===== config.mk =====
export PLATFORM = sky130hd
export DESIGN_NAME = imm_enc_flat
export DESIGN_NICKNAME = d
export VERILOG_FILES = /design/src/rtl/imm_enc_if.sv /design/src/rtl/imm_enc.sv /design/src/flat_wrapper.sv
export SDC_FILE = /design/constraint.sdc
export NUM_CORES = 1
export LEC_CHECK = 0
export ABC_AREA = 1
export BUFFER_PORTS_ARGS = -buffer_cell sky130_fd_sc_hd__buf_2
export CORE_UTILIZATION = 45
export CTS_CLUSTER_SIZE = 25
export DETAILED_ROUTE_END_ITERATION = 6
export PLACE_DENSITY = 0.76
export SLEW_MARGIN = 20
export SYNTH_ARGS = -nofsm -noshare
export SYNTH_HDL_FRONTEND = slang
export SYNTH_SLANG_ARGS = --single-unit

===== constraint.sdc =====
create_clock -name clk -period 1.03 [get_ports clk]
set_input_delay 0.103 -clock clk [delete_from_list [all_inputs] [get_ports clk]]
set_output_delay 0.103 -clock clk [all_outputs]
set_load 0.05 [all_outputs]

===== src/rtl/imm_enc_if.sv =====
`default_nettype none
// +--------------------------------------------------------------------------+
// | imm_enc_if : request/encoded-beat bundle for the immediate encoder        |
// | Revision   : 1.0                                                          |
// +--------------------------------------------------------------------------+
interface imm_enc_if;
  logic        in_valid;
  logic        in_ready;
  logic [5:0]  in_op;
  logic [31:0] in_imm;
  logic        out_valid;
  logic        out_ready;
  logic [5:0]  out_op;
  logic [4:0]  out_iimm_shamt;
  logic [11:0] out_iimm;
  logic [11:0] out_simm;
  logic [11:0] out_bimm;
  logic [19:0] out_uimm;
  logic [19:0] out_jimm;
  logic        out_err;
  logic        out_last;

  modport master (
    output in_valid, in_op, in_imm, out_ready,
    input  in_ready, out_valid, out_op, out_iimm_shamt, out_iimm, out_simm,
           out_bimm, out_uimm, out_jimm, out_err, out_last
  );

  modport slave (
    input  in_valid, in_op, in_imm, out_ready,
    output in_ready, out_valid, out_op, out_iimm_shamt, out_iimm, out_simm,
           out_bimm, out_uimm, out_jimm, out_err, out_last
  );
endinterface
`default_nettype wire


===== src/rtl/imm_enc.sv =====
`default_nettype none
// +--------------------------------------------------------------------------+
// | imm_enc : encodes a 32-bit immediate into RISC-V style instruction fields |
// |           with range checking; IMM_ENC_SPLIT_EN splits wide ITYPE values  |
// |           into a UTYPE + ITYPE beat pair.                                 |
// | Revision : 1.0                                                            |
// +--------------------------------------------------------------------------+
module imm_enc (
  input  wire logic  clk,
  input  wire logic  rst,
  imm_enc_if.slave   bus
);
  localparam logic [5:0] EXT_CTRL_ITYPE_SHAMT = 6'b100000;
  localparam logic [5:0] EXT_CTRL_ITYPE       = 6'b010000;
  localparam logic [5:0] EXT_CTRL_STYPE       = 6'b001000;
  localparam logic [5:0] EXT_CTRL_BTYPE       = 6'b000100;
  localparam logic [5:0] EXT_CTRL_UTYPE       = 6'b000010;
  localparam logic [5:0] EXT_CTRL_JTYPE       = 6'b000001;

  typedef enum logic [0:0] {
    IDLE    = 1'b0,
    EMIT_LO = 1'b1
  } state_t;

  state_t      state_q;
  logic        valid_q;
  logic [5:0]  op_q;
  logic [4:0]  shamt_q;
  logic [11:0] iimm_q;
  logic [11:0] simm_q;
  logic [11:0] bimm_q;
  logic [19:0] uimm_q;
  logic [19:0] jimm_q;
  logic        err_q;
  logic        last_q;
`ifdef IMM_ENC_SPLIT_EN
  logic [11:0] pend_iimm_q;
`endif

  logic        in_ready;
  logic        accept;
  logic        i_fits;
  logic [5:0]  enc_op;
  logic [4:0]  enc_shamt;
  logic [11:0] enc_iimm;
  logic [11:0] enc_simm;
  logic [11:0] enc_bimm;
  logic [19:0] enc_uimm;
  logic [19:0] enc_jimm;
  logic        enc_err;
  logic        enc_last;
  logic        enc_split;

  assign in_ready = (state_q == IDLE) && (!valid_q || bus.out_ready);
  assign accept   = bus.in_valid && in_ready;
  // 12-bit signed range: bits [31:11] must all be copies of the sign bit.
  assign i_fits   = (&bus.in_imm[31:11]) || !(|bus.in_imm[31:11]);

  always_comb begin
    enc_op    = bus.in_op;
    enc_shamt = '0;
    enc_iimm  = '0;
    enc_simm  = '0;
    enc_bimm  = '0;
    enc_uimm  = '0;
    enc_jimm  = '0;
    enc_err   = 1'b0;
    enc_last  = 1'b1;
    enc_split = 1'b0;
    case (bus.in_op)
      EXT_CTRL_ITYPE_SHAMT: begin
        enc_shamt = bus.in_imm[4:0];
        enc_err   = |bus.in_imm[31:5];
      end
      EXT_CTRL_ITYPE: begin
        enc_iimm = bus.in_imm[11:0];
        enc_err  = !i_fits;
`ifdef IMM_ENC_SPLIT_EN
        if (!i_fits) begin
          // Upper part is rounded so the sign-extended low 12 bits add back exactly.
          enc_op    = EXT_CTRL_UTYPE;
          enc_iimm  = '0;
          enc_uimm  = bus.in_imm[31:12] + {19'd0, bus.in_imm[11]};
          enc_err   = 1'b0;
          enc_last  = 1'b0;
          enc_split = 1'b1;
        end
`endif
      end
      EXT_CTRL_STYPE: begin
        enc_simm = bus.in_imm[11:0];
        enc_err  = !i_fits;
      end
      EXT_CTRL_BTYPE: begin
        enc_bimm = bus.in_imm[12:1];
        enc_err  = bus.in_imm[0] || (bus.in_imm[31:12] != {20{bus.in_imm[12]}});
      end
      EXT_CTRL_UTYPE: begin
        enc_uimm = bus.in_imm[31:12];
        enc_err  = |bus.in_imm[11:0];
      end
      EXT_CTRL_JTYPE: begin
        enc_jimm = bus.in_imm[20:1];
        enc_err  = bus.in_imm[0] || (bus.in_imm[31:20] != {12{bus.in_imm[20]}});
      end
      default: begin
        enc_err = 1'b1;
      end
    endcase
  end

  always_ff @(posedge clk) begin
    if (rst) begin
      state_q <= IDLE;
      valid_q <= 1'b0;
      op_q    <= '0;
      shamt_q <= '0;
      iimm_q  <= '0;
      simm_q  <= '0;
      bimm_q  <= '0;
      uimm_q  <= '0;
      jimm_q  <= '0;
      err_q   <= 1'b0;
      last_q  <= 1'b0;
`ifdef IMM_ENC_SPLIT_EN
      pend_iimm_q <= '0;
`endif
    end else if (accept) begin
      valid_q <= 1'b1;
      op_q    <= enc_op;
      shamt_q <= enc_shamt;
      iimm_q  <= enc_iimm;
      simm_q  <= enc_simm;
      bimm_q  <= enc_bimm;
      uimm_q  <= enc_uimm;
      jimm_q  <= enc_jimm;
      err_q   <= enc_err;
      last_q  <= enc_last;
      state_q <= enc_split ? EMIT_LO : IDLE;
`ifdef IMM_ENC_SPLIT_EN
      pend_iimm_q <= bus.in_imm[11:0];
`endif
`ifdef IMM_ENC_SPLIT_EN
    end else if ((state_q == EMIT_LO) && bus.out_ready) begin
      valid_q <= 1'b1;
      op_q    <= EXT_CTRL_ITYPE;
      shamt_q <= '0;
      iimm_q  <= pend_iimm_q;
      simm_q  <= '0;
      bimm_q  <= '0;
      uimm_q  <= '0;
      jimm_q  <= '0;
      err_q   <= 1'b0;
      last_q  <= 1'b1;
      state_q <= IDLE;
`endif
    end else if (bus.out_ready) begin
      valid_q <= 1'b0;
    end
  end

  assign bus.in_ready       = in_ready;
  assign bus.out_valid      = valid_q;
  assign bus.out_op         = op_q;
  assign bus.out_iimm_shamt = shamt_q;
  assign bus.out_iimm       = iimm_q;
  assign bus.out_simm       = simm_q;
  assign bus.out_bimm       = bimm_q;
  assign bus.out_uimm       = uimm_q;
  assign bus.out_jimm       = jimm_q;
  assign bus.out_err        = err_q;
  assign bus.out_last       = last_q;
endmodule
`default_nettype wire


===== src/flat_wrapper.sv =====
// flat-port wrapper written by rule: the top's interface ports become plain ports
module imm_enc_flat 
  (clk, rst, bus_in_valid, bus_in_op, bus_in_imm, bus_out_ready, bus_in_ready, bus_out_valid, bus_out_op, bus_out_iimm_shamt, bus_out_iimm, bus_out_simm, bus_out_bimm, bus_out_uimm, bus_out_jimm, bus_out_err, bus_out_last);
  imm_enc_if bus_i ();
  input  wire logic clk;
  input  wire logic rst;
  input wire logic [$bits(bus_i.in_valid)-1:0] bus_in_valid;
  input wire logic [$bits(bus_i.in_op)-1:0] bus_in_op;
  input wire logic [$bits(bus_i.in_imm)-1:0] bus_in_imm;
  input wire logic [$bits(bus_i.out_ready)-1:0] bus_out_ready;
  output wire logic [$bits(bus_i.in_ready)-1:0] bus_in_ready;
  output wire logic [$bits(bus_i.out_valid)-1:0] bus_out_valid;
  output wire logic [$bits(bus_i.out_op)-1:0] bus_out_op;
  output wire logic [$bits(bus_i.out_iimm_shamt)-1:0] bus_out_iimm_shamt;
  output wire logic [$bits(bus_i.out_iimm)-1:0] bus_out_iimm;
  output wire logic [$bits(bus_i.out_simm)-1:0] bus_out_simm;
  output wire logic [$bits(bus_i.out_bimm)-1:0] bus_out_bimm;
  output wire logic [$bits(bus_i.out_uimm)-1:0] bus_out_uimm;
  output wire logic [$bits(bus_i.out_jimm)-1:0] bus_out_jimm;
  output wire logic [$bits(bus_i.out_err)-1:0] bus_out_err;
  output wire logic [$bits(bus_i.out_last)-1:0] bus_out_last;
  assign bus_i.in_valid = bus_in_valid;
  assign bus_i.in_op = bus_in_op;
  assign bus_i.in_imm = bus_in_imm;
  assign bus_i.out_ready = bus_out_ready;
  assign bus_in_ready = bus_i.in_ready;
  assign bus_out_valid = bus_i.out_valid;
  assign bus_out_op = bus_i.out_op;
  assign bus_out_iimm_shamt = bus_i.out_iimm_shamt;
  assign bus_out_iimm = bus_i.out_iimm;
  assign bus_out_simm = bus_i.out_simm;
  assign bus_out_bimm = bus_i.out_bimm;
  assign bus_out_uimm = bus_i.out_uimm;
  assign bus_out_jimm = bus_i.out_jimm;
  assign bus_out_err = bus_i.out_err;
  assign bus_out_last = bus_i.out_last;
  imm_enc u_core (.clk(clk), .rst(rst), .bus(bus_i));
endmodule

==> results by group <==
STA
  • Slew @ Worst Pin: 0.314 ns
  • Max transition margin: 79.1%
  • Pins over their slew limit: 0
  • Fmax: 820 MHz
  • PnR worst setup slack: -0.189 ns
  • Final period util: 118%
  • RSZ-0062 raised after global routing: yes
  • Clk_skew: 0.00785 ns
  • Setup Viol. Count Final: 93
  • Fin. Hold Viols: 1
  • Final min period: 1.22 ns
  • Final Hold Slack: -0.00350 ns

Run status
  • Status: finished, violations left
  • Violated checks: hold timing, setup timing

Setup path
  • FF-to-FF End: u_core.bus.out_simm[5]
  • R2R Path Start: u_core.bus.out_valid
  • Buf/Inv on CP: 2
  • Crit-path max FO: 6
  • Critical Path AT: 1.49 ns
  • R2R setup slack: -0.19 ns
  • Setup CP Type: flop to flop
  • Crit path largest cell delay: 0.37 ns
  • Startpoint Class: flop
  • CP delay by family, top: flip-flops
  • Worst r2r path cells: 6
  • Worst Path Required: 1.30 ns
  • Slowest CP cell: dfxtp_4
  • CP cell instances: nand2_8 -> nand2_8 -> buf_8 -> buf_4 -> a22oi_1 -> nor2_1
  • Most common cell on crit path: nand2_8
  • Crit. End Element: flop

Yosys
  • Synth Register Bits: 90
  • Syn_nets: 522
  • Syn Inst Count: 480
  • Syn_area_per_cell: 7.73 µm²
  • Yosys warnings: 0
  • Cell variety after synth: 24
  • Mapped cell area: 3710 µm²
  • Post-synthesis sequential area ratio: 48.6%

Die
  • Die height: 92.8 µm
  • Std cell rows: 32
  • Die ar.: 8610 µm²
  • Die width: 92.8 µm
  • Initial Utilization: 47.3%
  • CORE AREA: 7850 µm²
  • Top Ports: 133

Placement
  • Place WS: -0.185 ns
  • I/O Buffers: 132
  • DP HPWL: 8020 µm
  • Placed Area: 4960 µm²
  • Routability cong.: 0.859

Power and ir drop
  • Leak: 0.00266 µW
  • Worst IR Drop VDD: 0.000854 V
  • Pwr Total: 7410 µW
  • Pwr/cell area: 1180 nW/µm²

Flow run
  • Max cap viols: 0

CTS
  • Clock transition at the registers of the reported paths: 0.10 ns
  • Hold-fix buffers at CTS: 0
  • CTS sink cnt: 90
  • TritonCTS buffer count: 9
  • CTS tree: built
  • Clock Latency Late Sink: 0.37 ns
  • Htree depth: 3
  • CTS max path bufs: 2
  • Clk root buf: clkbuf_8

Min path
  • Hold EP: u_core.bus.out_jimm[10]
  • Hold path cells: 2
  • Hold Crit Start: rst
  • Hold Crit Class: input pin to flop

Detailed routing
  • DRC violation count after routing: 0
  • Metal1 wirelength: 5460 µm
  • Initial drt markers: 451
  • Met3 WL: 927 µm
  • Wire per inst: 17.7 µm
  • First-pass iteration count of the detailed router: 5
  • Met2 wire len: 6770 µm
  • Final wirelength: 13600 µm
  • Vias per std cell: 5.58
  • Routed vias: 4289
  • Antenna Nets Post-Route: 0
  • DR top layer: met4

Cells and area
  • Share of cells above drive strength 1: 53.7%
  • Final nets: 704
  • Design Area, Final: 6280 µm²
  • Antenna diodes: 0
  • Area growth syn-to-layout: 69.1%
  • Final Util: 80.0%

GRT
  • First-pass GRT wire length: 20400 µm
  • Global route total overflow: 0
  • Pin count of the biggest net entering global routing: 50
  • All-Layer GR Usage: 30.1%
  • Initial antenna violation count: 0
  • Vias in the first global route: 4212
worst max path at each step:
stage                         startpoint                            to  depth (start not counted)
global placement    u_core.bus.out_valid        u_core.bus.out_iimm[4]                          6
detailed placement        bus_in_imm[12]            u_core.bus.out_err                          9
floorplan           u_core.bus.out_valid        u_core.bus.out_iimm[3]                          6
finish              u_core.bus.out_valid        u_core.bus.out_simm[5]                          6
global route        u_core.bus.out_valid        u_core.bus.out_bimm[4]                          6
CTS                 u_core.bus.out_valid  u_core.bus.out_iimm_shamt[2]                          6
layer usage:
metal,track usage [%],up-vias
met2,51.8,250
met1,37.3,2016
li1,-,1971
met4,12.6,0
met5,0,-
met3,4.52,52
cell families after synthesis:
| logic type | Yosys count | synth area share, % |
|---|---|---|
| buf+inv | 63 | 7.89 |
| flops | 90 | 48.6 |
| compound gates | 108 | 18.9 |
| simple gates | 219 | 24.7 |
cell usage after synthesis:
master	number	share of area (%)
a21oi_1	25	3.4
clkbuf_1	9	0.91
nor2_2	10	1.7
nand4_1	5	0.84
nor2_1	116	12
o21bai_1	1	0.20
clkinv_1	1	0.10
buf_4	5	1.0
inv_1	29	2.9
a22oi_1	62	13
o21ai_1	1	0.13
dfxtp_1	90	49
nand3_2	1	0.27
buf_2	12	1.6
nand2_4	1	0.30
nand2_2	1	0.17
a21boi_0	1	0.20
nand3_1	25	3.4
nand2_1	58	5.9
buf_6	3	0.91
inv_2	4	0.40
nor3_1	1	0.13
o21ai_0	18	2.4
nor2_4	1	0.30
power breakdown:
group          switching, µW  internal (µW)
Clock                   1440            932
Combinational            856            570
Sequential              64.9           3540
state kept, by name (all words and copies together), names as in the netlist:
| register | cells |
|---|---|
| u_core.bus.out_bimm | 12 |
| u_core.bus.out_err | 1 |
| u_core.bus.out_iimm | 12 |
| u_core.bus.out_iimm_shamt | 5 |
| u_core.bus.out_jimm | 20 |
| u_core.bus.out_last | 1 |
| u_core.bus.out_op | 6 |
| u_core.bus.out_simm | 12 |
| u_core.bus.out_uimm | 20 |
| u_core.bus.out_valid | 1 |
layout by cell type (no fill, tap or decap), drive strengths merged:
| master | Yosys | final |
|---|---|---|
| clkinv | 1 | 5 |
| dfxtp | 90 | 90 |
| clkbuf | 9 | 10 |
| inv | 33 | 35 |
| a21oi | 25 | 25 |
| o21ai | 19 | 19 |
| nor2 | 127 | 127 |
| nand4 | 5 | 5 |
| nand2 | 60 | 61 |
| a21boi | 1 | 1 |
| buf | 20 | 198 |
| nand3 | 26 | 26 |
| nor3 | 1 | 1 |
| o21bai | 1 | 1 |
| a22oi | 62 | 62 |
| clkinvlp | 0 | 1 |
timing repair:
item,CTS,global route
resized for setup,204,131
buffers inserted,3,2
cloned,4,1
setup endpoints to repair,180,164
pin swaps,7,16
cell type report:
class	instances	area (µm²)
sequential	90	1890
tap	102	128
fill	479	1570
timing repair buffer	199	1950
clock buffer	9	124
multi-input combinational	328	1970
clock inverter	7	67.6
inverter	34	140
through the flow:
step           setup TNS (ns)  hold WS (ns)  instances
6_report               -10.77      -0.00350        769
5_1_grt                -15.57       0.00363        769
4_1_cts                 -9.55      0.000767        768
3_5_place_dp            -7.86         0.390        745
3_3_place_gp            -5.65         0.377        745
2_1_floorplan          -13.95         0.244        480
No activity file was read; power rests on OpenSTA's default activity.
